### src/rtl/aer_event_fifo.sv
// aer_event_fifo
// Elastic buffer sitting directly behind the AER packer. Each single-cycle
// event strobe captures one packed event word into a DEPTH-entry FIFO, and
// the readout side drains it over a valid/ready handshake with a
// first-word-fall-through head. The arbiter side cannot be back-pressured,
// so an event arriving while the FIFO is full (and nothing leaves that
// cycle) is discarded, counted in a saturating drop counter and latched
// in a sticky overflow flag.
//
// Ports:
//   clk_i          system clock, all state on the rising edge
//   reset_i        asynchronous active-high reset
//   ev_valid_i     one-cycle event strobe
//   ev_data_i      packed event word (DATA_W bits)
//   rd_ready_i     consumer accepts data_o this cycle
//   clear_i        synchronous clear of overflow_o and drop_cnt_o
//   data_o         head-of-FIFO word, 0 when empty
//   valid_o        data_o holds a valid word
//   count_o        current occupancy, 0..DEPTH
//   almost_full_o  count_o >= AF_LEVEL
//   full_o         count_o == DEPTH
//   overflow_o     at least one event dropped since reset or clear
//   drop_cnt_o     saturating count of dropped events

module aer_event_fifo #(
    parameter int DATA_W   = 32,
    parameter int DEPTH    = 16,
    parameter int AF_LEVEL = 12,
    parameter int DROP_W   = 16
) (
    input  logic                       clk_i,
    input  logic                       reset_i,
    input  logic                       ev_valid_i,
    input  logic [DATA_W-1:0]          ev_data_i,
    input  logic                       rd_ready_i,
    input  logic                       clear_i,
    output logic [DATA_W-1:0]          data_o,
    output logic                       valid_o,
    output logic [$clog2(DEPTH):0]     count_o,
    output logic                       almost_full_o,
    output logic                       full_o,
    output logic                       overflow_o,
    output logic [DROP_W-1:0]          drop_cnt_o
);

    localparam int AW = $clog2(DEPTH);
    localparam int PW = AW + 1;

    logic [DATA_W-1:0] mem [DEPTH];
    logic [PW-1:0]     wr_ptr;
    logic [PW-1:0]     rd_ptr;
    logic [PW-1:0]     count;
    logic              push;
    logic              pop;
    logic              drop;

    // Pointers carry one extra wrap bit, so their difference is the exact
    // occupancy 0..DEPTH without needing a separate count register.
    assign count = wr_ptr - rd_ptr;

    // A full FIFO still accepts a push when the head leaves in the same
    // cycle; only an unmatched push into a full FIFO is dropped.
    assign pop  = valid_o && rd_ready_i;
    assign push = ev_valid_i && (!full_o || pop);
    assign drop = ev_valid_i && full_o && !pop;

    assign count_o       = count;
    assign valid_o       = (count != '0);
    assign full_o        = (count == PW'(DEPTH));
    assign almost_full_o = (count >= PW'(AF_LEVEL));
    assign data_o        = valid_o ? mem[rd_ptr[AW-1:0]] : '0;

    // Storage array is intentionally left out of reset.
    always_ff @(posedge clk_i) begin
        if (push) begin
            mem[wr_ptr[AW-1:0]] <= ev_data_i;
        end
    end

    always_ff @(posedge clk_i or posedge reset_i) begin
        if (reset_i) begin
            wr_ptr <= '0;
            rd_ptr <= '0;
        end else begin
            if (push) begin
                wr_ptr <= wr_ptr + PW'(1);
            end
            if (pop) begin
                rd_ptr <= rd_ptr + PW'(1);
            end
        end
    end

    // A drop in the same cycle as clear_i wins: the cleared counter restarts
    // at one so the colliding drop is not lost.
    always_ff @(posedge clk_i or posedge reset_i) begin
        if (reset_i) begin
            overflow_o <= 1'b0;
            drop_cnt_o <= '0;
        end else if (drop) begin
            overflow_o <= 1'b1;
            if (clear_i) begin
                drop_cnt_o <= DROP_W'(1);
            end else if (drop_cnt_o != '1) begin
                drop_cnt_o <= drop_cnt_o + DROP_W'(1);
            end
        end else if (clear_i) begin
            overflow_o <= 1'b0;
            drop_cnt_o <= '0;
        end
    end

endmodule

### config.mk
export PLATFORM = sky130hd
export DESIGN_NAME = aer_event_fifo
export DESIGN_NICKNAME = d
export VERILOG_FILES = /design/src/rtl/aer_event_fifo.sv
export SDC_FILE = /design/constraint.sdc
export NUM_CORES = 1
export LEC_CHECK = 0
export ABC_AREA = 1
export CAP_MARGIN = 20
export CELL_PAD_IN_SITES_DETAIL_PLACEMENT = 0
export CELL_PAD_IN_SITES_GLOBAL_PLACEMENT = 1
export CORE_MARGIN = 2
export CORE_UTILIZATION = 30
export CTS_BUF_LIST = sky130_fd_sc_hd__clkbuf_4
export CTS_CLUSTER_SIZE = 25
export DETAILED_ROUTE_END_ITERATION = 6
export PLACE_DENSITY_LB_ADDON = 0.1
export SLEW_MARGIN = 20
export SYNTH_ARGS = -nofsm -noshare
export SYNTH_HDL_FRONTEND = slang
export SYNTH_SLANG_ARGS = --single-unit
### constraint.sdc
create_clock -name clk_i -period 3.8 [get_ports clk_i]
set_input_delay 1.14 -clock clk_i [delete_from_list [all_inputs] [get_ports clk_i]]
set_output_delay 1.14 -clock clk_i [all_outputs]
set_load 0.1 [all_outputs]
Yosys cells after proc, flatten, opt, wreduce, memory -nomap -nowiden. Memory sizes are Yosys's and may differ from the RTL's. Cells that the tools add are included.

Word-level logic and storage cells: 32. Flip-flop bits (word level): 27. Memories: 1. Output and inout port bits: 57. RAM bits: 512.

Eq/ne operators: 2. Reductions and logical operators: 11. Order comparisons: 1. Muxes and demuxes: 9. Add/sub/neg operators: 4.

Memory list: mem (words 16, width 32, read ports 1, clocked after memory_dff 0, write ports 1, RTL line 49) `logic [DATA_W-1:0] mem [DEPTH];`.

Operator list (number): two-way mux 16 bit (4); two-way mux 32 bit (1); adder 16 x 1 -> 16 bit, second input constant (1); inequality test 16 bit, second input constant (1); adder 5 x 1 -> 5 bit, second input constant (2); == test 5 bit, second input constant (1); >= comparator 5 x 4 -> 1 bit, second input constant (1); nonzero test 5 bit (1); subtractor 5 bit (1); logical AND 1 bit (4); two-way mux 1 bit (4); nonzero test 2 bit (2); zero test 1 bit (2); AND reduction 2 bit (1); logical OR 1 bit (1).

Logic depth before layout (Yosys ltp).
Depth in word-level cells: 7. Depth in mapped cells: 16. Depth with buffers taken out: 15.

Least setup slack after synthesis. No wires, ideal clock.

Path kind: register to output. Start point: register rd_ptr[2]. End point: output port data_o[17]. Path slack: -2.458 ns. Cell stages (with the launch flop): 11. Arrival time: 5.118 ns. Buffers on the path: 3. Cells stage by stage: dfrtp_1 -> clkbuf_1 -> clkinv_1 -> clkbuf_1 -> ha_1 -> xor2_1 -> nor2_2 -> nand3_2 -> buf_2 -> nand3_1 -> nor2_1.

Longest elaborated chain between the ends: 3.

Ends and longest elaborated chain: start: declaration (RTL line 51) `logic [PW-1:0] rd_ptr;`; start signal: assignment (RTL line 89) `rd_ptr <= rd_ptr + PW'(1);`; subtractor 5 bit (RTL line 59) `assign count = wr_ptr - rd_ptr;`; named net count_o[2] (RTL line 39) `output logic [$clog2(DEPTH):0] count_o,`; nonzero test 5 bit (RTL line 68) `assign valid_o = (count != '0);`; named net valid_o (RTL line 38) `output logic valid_o,`; two-way mux 32 bit (RTL line 71) `assign data_o = valid_o ? mem[rd_ptr[AW-1:0]] : '0;`; end: declaration (RTL line 37) `output logic [DATA_W-1:0] data_o,`.

The timed path passes the listed nets, and every way through them passes these cells.

Worst setup path in the final report.
Start point: register wr_ptr[0]. End point: output port data_o[12].

Longest elaborated chain between the ends: 3.

Ends and longest elaborated chain: start: declaration (RTL line 50) `logic [PW-1:0] wr_ptr;`; start signal: assignment (RTL line 86) `wr_ptr <= wr_ptr + PW'(1);`; subtractor 5 bit (RTL line 59); nonzero test 5 bit (RTL line 68); two-way mux 32 bit (RTL line 71).

No other way between the ends.

==> impl_metrics.csv <==
group,metric,value,unit
place,hpwlAfterDp,34.4,mm
synth,seq_area_frac_synth,72.5,%
timing,fin_ws,-547,ps
floorplanning,coreArea,73000,um^2
detailed_routing,antenna_left,0,
worst_setup_path,critPathCaptureType,"output pin",
floorplanning,rows,99,
min_path,hold-path-cell-count,2,
global_routing,gr-usage-all-layers,17.6,%
finish,nets,2063,
synth,ys_warn_count,0,
timing,finalSetupViolations,36,
place,gp_congestion,0.726,
place,dpl.cell_count,2787,
floorplanning,die_w,276,um
clock_network,hold_buffers,0,
flow_run,drv_cap,0,
synth,synth-seq-cells,539,
detailed_routing,vias,14900,
worst_setup_path,slowest_stage,"fa_2",
run_status,status,"finished, violations left",
synth,syn_avg_cell_area,12.4,um^2
synth,synth_nets,1830,
global_routing,grt_antenna_before_repair,3,
place,placed_cell_area,25500,um^2
synth,syn_inst,1782,
clock_network,clkTransAtPathRegs,60,ps
worst_setup_path,critPathMaxStageDelay,420,ps
timing,fin_skew,46.0,ps
finish,instances_no_fill,3079,
clock_network,h-tree-depth,4,
detailed_routing,routed_wl,65.3,mm
synth,yosysUniqueCellTypes,37,
clock_network,cts_buffer_depth,3,
detailed_routing,drc,0,
finish,fin_area,27900,um^2
clock_network,cts.sinks,539,
floorplanning,pin_count,94,
timing,rsz0062_at_grt,"true",
synth,synth_edf_count,512,
floorplanning,die_h,276,um
timing,fin_crit,4350,ps
global_routing,grt_max_degree,102,
run_status,violations,"negative setup slack",
clock_network,numCtsBuffers,154,
timing,final_hold_viol_count,0,
detailed_routing,met2_length,31.8,mm
worst_setup_path,path_delay_family,"simple AND/OR/NAND/NOR gates",
global_routing,grt_pass1_vias,15300,
detailed_routing,routedWlPerCell,21.2,um
timing,fmax,0.230,GHz
worst_setup_path,critPathRequiredTime,2660,ps
worst_setup_path,cp-start-kind,"flop",
synth,ys_async_sr_fraction,5.01,%
timing,whs,497,ps
worst_setup_path,path_class,"flop to output pin",
worst_setup_path,worstPathArrival,3210,ps
synth,synth_top_flop_cell,"edfxtp_1",
finish,layout-drive-gt1-share,23.4,%
global_routing,grt_overflow,0,
timing,tightest_slew,803,ps
timing,slew_headroom,46.4,%
timing,post-route-period-util,114,%
timing,maxSlewViolCount,0,
synth,yosysTopAreaCell,"edfxtp_1",
detailed_routing,drtIter0Drc,964,
timing,finalSetupTns,-16890,ps
worst_setup_path,path_buf_inv,5,
global_routing,grt_pass1_wl,98.1,mm
worst_setup_path,critPathMaxFanout,7,
min_path,hold_path.class,"flop to flop",
finish,area.growth.synth_to_final,26.2,%
clock_network,clkLatencyLatePin,950,ps
detailed_routing,wl_met1,29.7,mm
detailed_routing,vias_per_cell,4.82,
detailed_routing,topRoutingLayerUsed,"met5",
detailed_routing,wl_met3,2.54,mm
detailed_routing,first_pass_iters,7,
synth,synth_area_leaders,"edfxtp_1 69%, nand2_1 8.8%, a21oi_1 4.4%, dfrtp_1 3.1%, nand3_1 2.8%",
floorplanning,die-area,76000,um^2
worst_setup_path,reg2regPathDepth,21,
worst_setup_path,path_cells,"inv_2 -> ha_4 -> inv_4 -> fa_2 -> nand3_2 -> nand3_2 -> nand2_2 -> nand2_2 -> nand3_4 -> buf_6 -> buf_12 -> nand3_4 -> nor2_4 -> buf_12",
floorplanning,start_util,30.4,%
synth,synth_top_area_share,69.4,%
clock_network,root_buffer,"clkbuf_4",
clock_network,cts_tree,"built",
synth,syn_area,22100,um^2
worst_setup_path,cp_num_cells,14,
place,io_buffers,93,
-- worst reg2reg max path: cells and delay by family (launching register included) --
family        cells  cell delay (ps)
fa+ha+maj         2              450
buf+inv          11             1370
flops             1              490
simple gates      8              990
-- layer usage --
metal	vias up	global-route usage [%]
met5	-	0
met2	308	29.1
met1	7433	23.0
li1	7005	-
met3	105	3.88
met4	2	5.66
-- synth_stat cells (23+ instances only) --
master and n:
a22o_1 32, buf_2 57, inv_1 23, clkbuf_1 38, dfrtp_1 27, nand3_1 124
a32o_1 32, a21oi_1 195, nand2_1 518, edfxtp_1 512, a22oi_1 48, nor2_1 83
-- logic make-up (layout without fill, tap and decap cells) --
group	count (synthesis)	in the layout	synth area share (%)
compound gates	316	316	8.98
xor+xnor	18	18	0.712
fa+ha+maj	11	11	0.655
buf+inv	141	475	2.80
flops	539	539	72.5
other cells	0	4	0
simple gates	757	757	14.4
-- flip-flops by register name (all words and copies together), names as in the netlist --
register,cells
drop_cnt_o,16
overflow_o,1
mem,512
wr_ptr,5
rd_ptr,5
-- layout by cell type, fill, tap and decap left out, types with 2 or more instances in the layout --
master / count
a22o_1: 32
clkbuf_4: 213
dfrtp_1: 24
ha_4: 2
clkinv_1: 30
buf_4: 63
a21oi_1: 195
nand2_2: 9
nand4_1: 8
buf_16: 5
o21ai_0: 3
xnor2_1: 3
edfxtp_1: 512
dfrtp_4: 2
nor2_1: 34
a32o_1: 32
inv_2: 10
nand3_4: 19
o21ai_1: 3
nand3_2: 11
nand2_4: 2
diode_2: 4
nor2_4: 55
nand2_1: 508
clkinvlp_4: 4
a22oi_1: 48
inv_6: 4
buf_12: 66
bufinv_16: 3
ha_1: 8
nand3_1: 106
inv_1: 20
clkdlybuf4s50_1: 36
inv_16: 2
buf_6: 15
xor2_1: 14
-- metrics by stage --
stage	util [%]	worst slack, ps
after floorplan	-	-229
after global placement	35.0	155
after detailed placement	35.0	119
after CTS	38.0	-719
after global routing	38.3	-756
final	38.3	-547
-- cell type report --
type	instances	area (um^2)
Multi-Input combinational cell	1102	6150
Antenna cell	4	10.0
Timing Repair inverter	1	16.3
Clock buffer	213	1600
Fill cell	7021	45000
Clock inverter	44	280
Timing Repair Buffer	185	2460
Tap cell	959	1200
Inverter	32	160
Sequential cell	539	16100
-- what timing repair did --
action | in CTS | in global routing
setup endpoints to repair | 37 | 62
hold endpoints to repair | 0 | 0
resized for setup | 41 | 23
pin swaps | 15 | 11
setup buffers | 23 | 11
cloned | 2 | 0
-- path summary, 6_finish.rpt --
check | start | slack, ps | end
hold / removal | overflow_o | 500 | overflow_o
max in group asynchronous | reset_i | 2520 | drop_cnt_o[2]
setup / recovery | wr_ptr[0] | -550 | data_o[12]
min in group asynchronous | reset_i | 620 | drop_cnt_o[11]
hold reg to reg | overflow_o | 500 | overflow_o
setup reg to reg | rd_ptr[0] | 180 | mem[3][15]
Power is left out: the tool's default activity adds up to more than one toggle a clock period on the data nets, which glitch-free logic cannot reach.
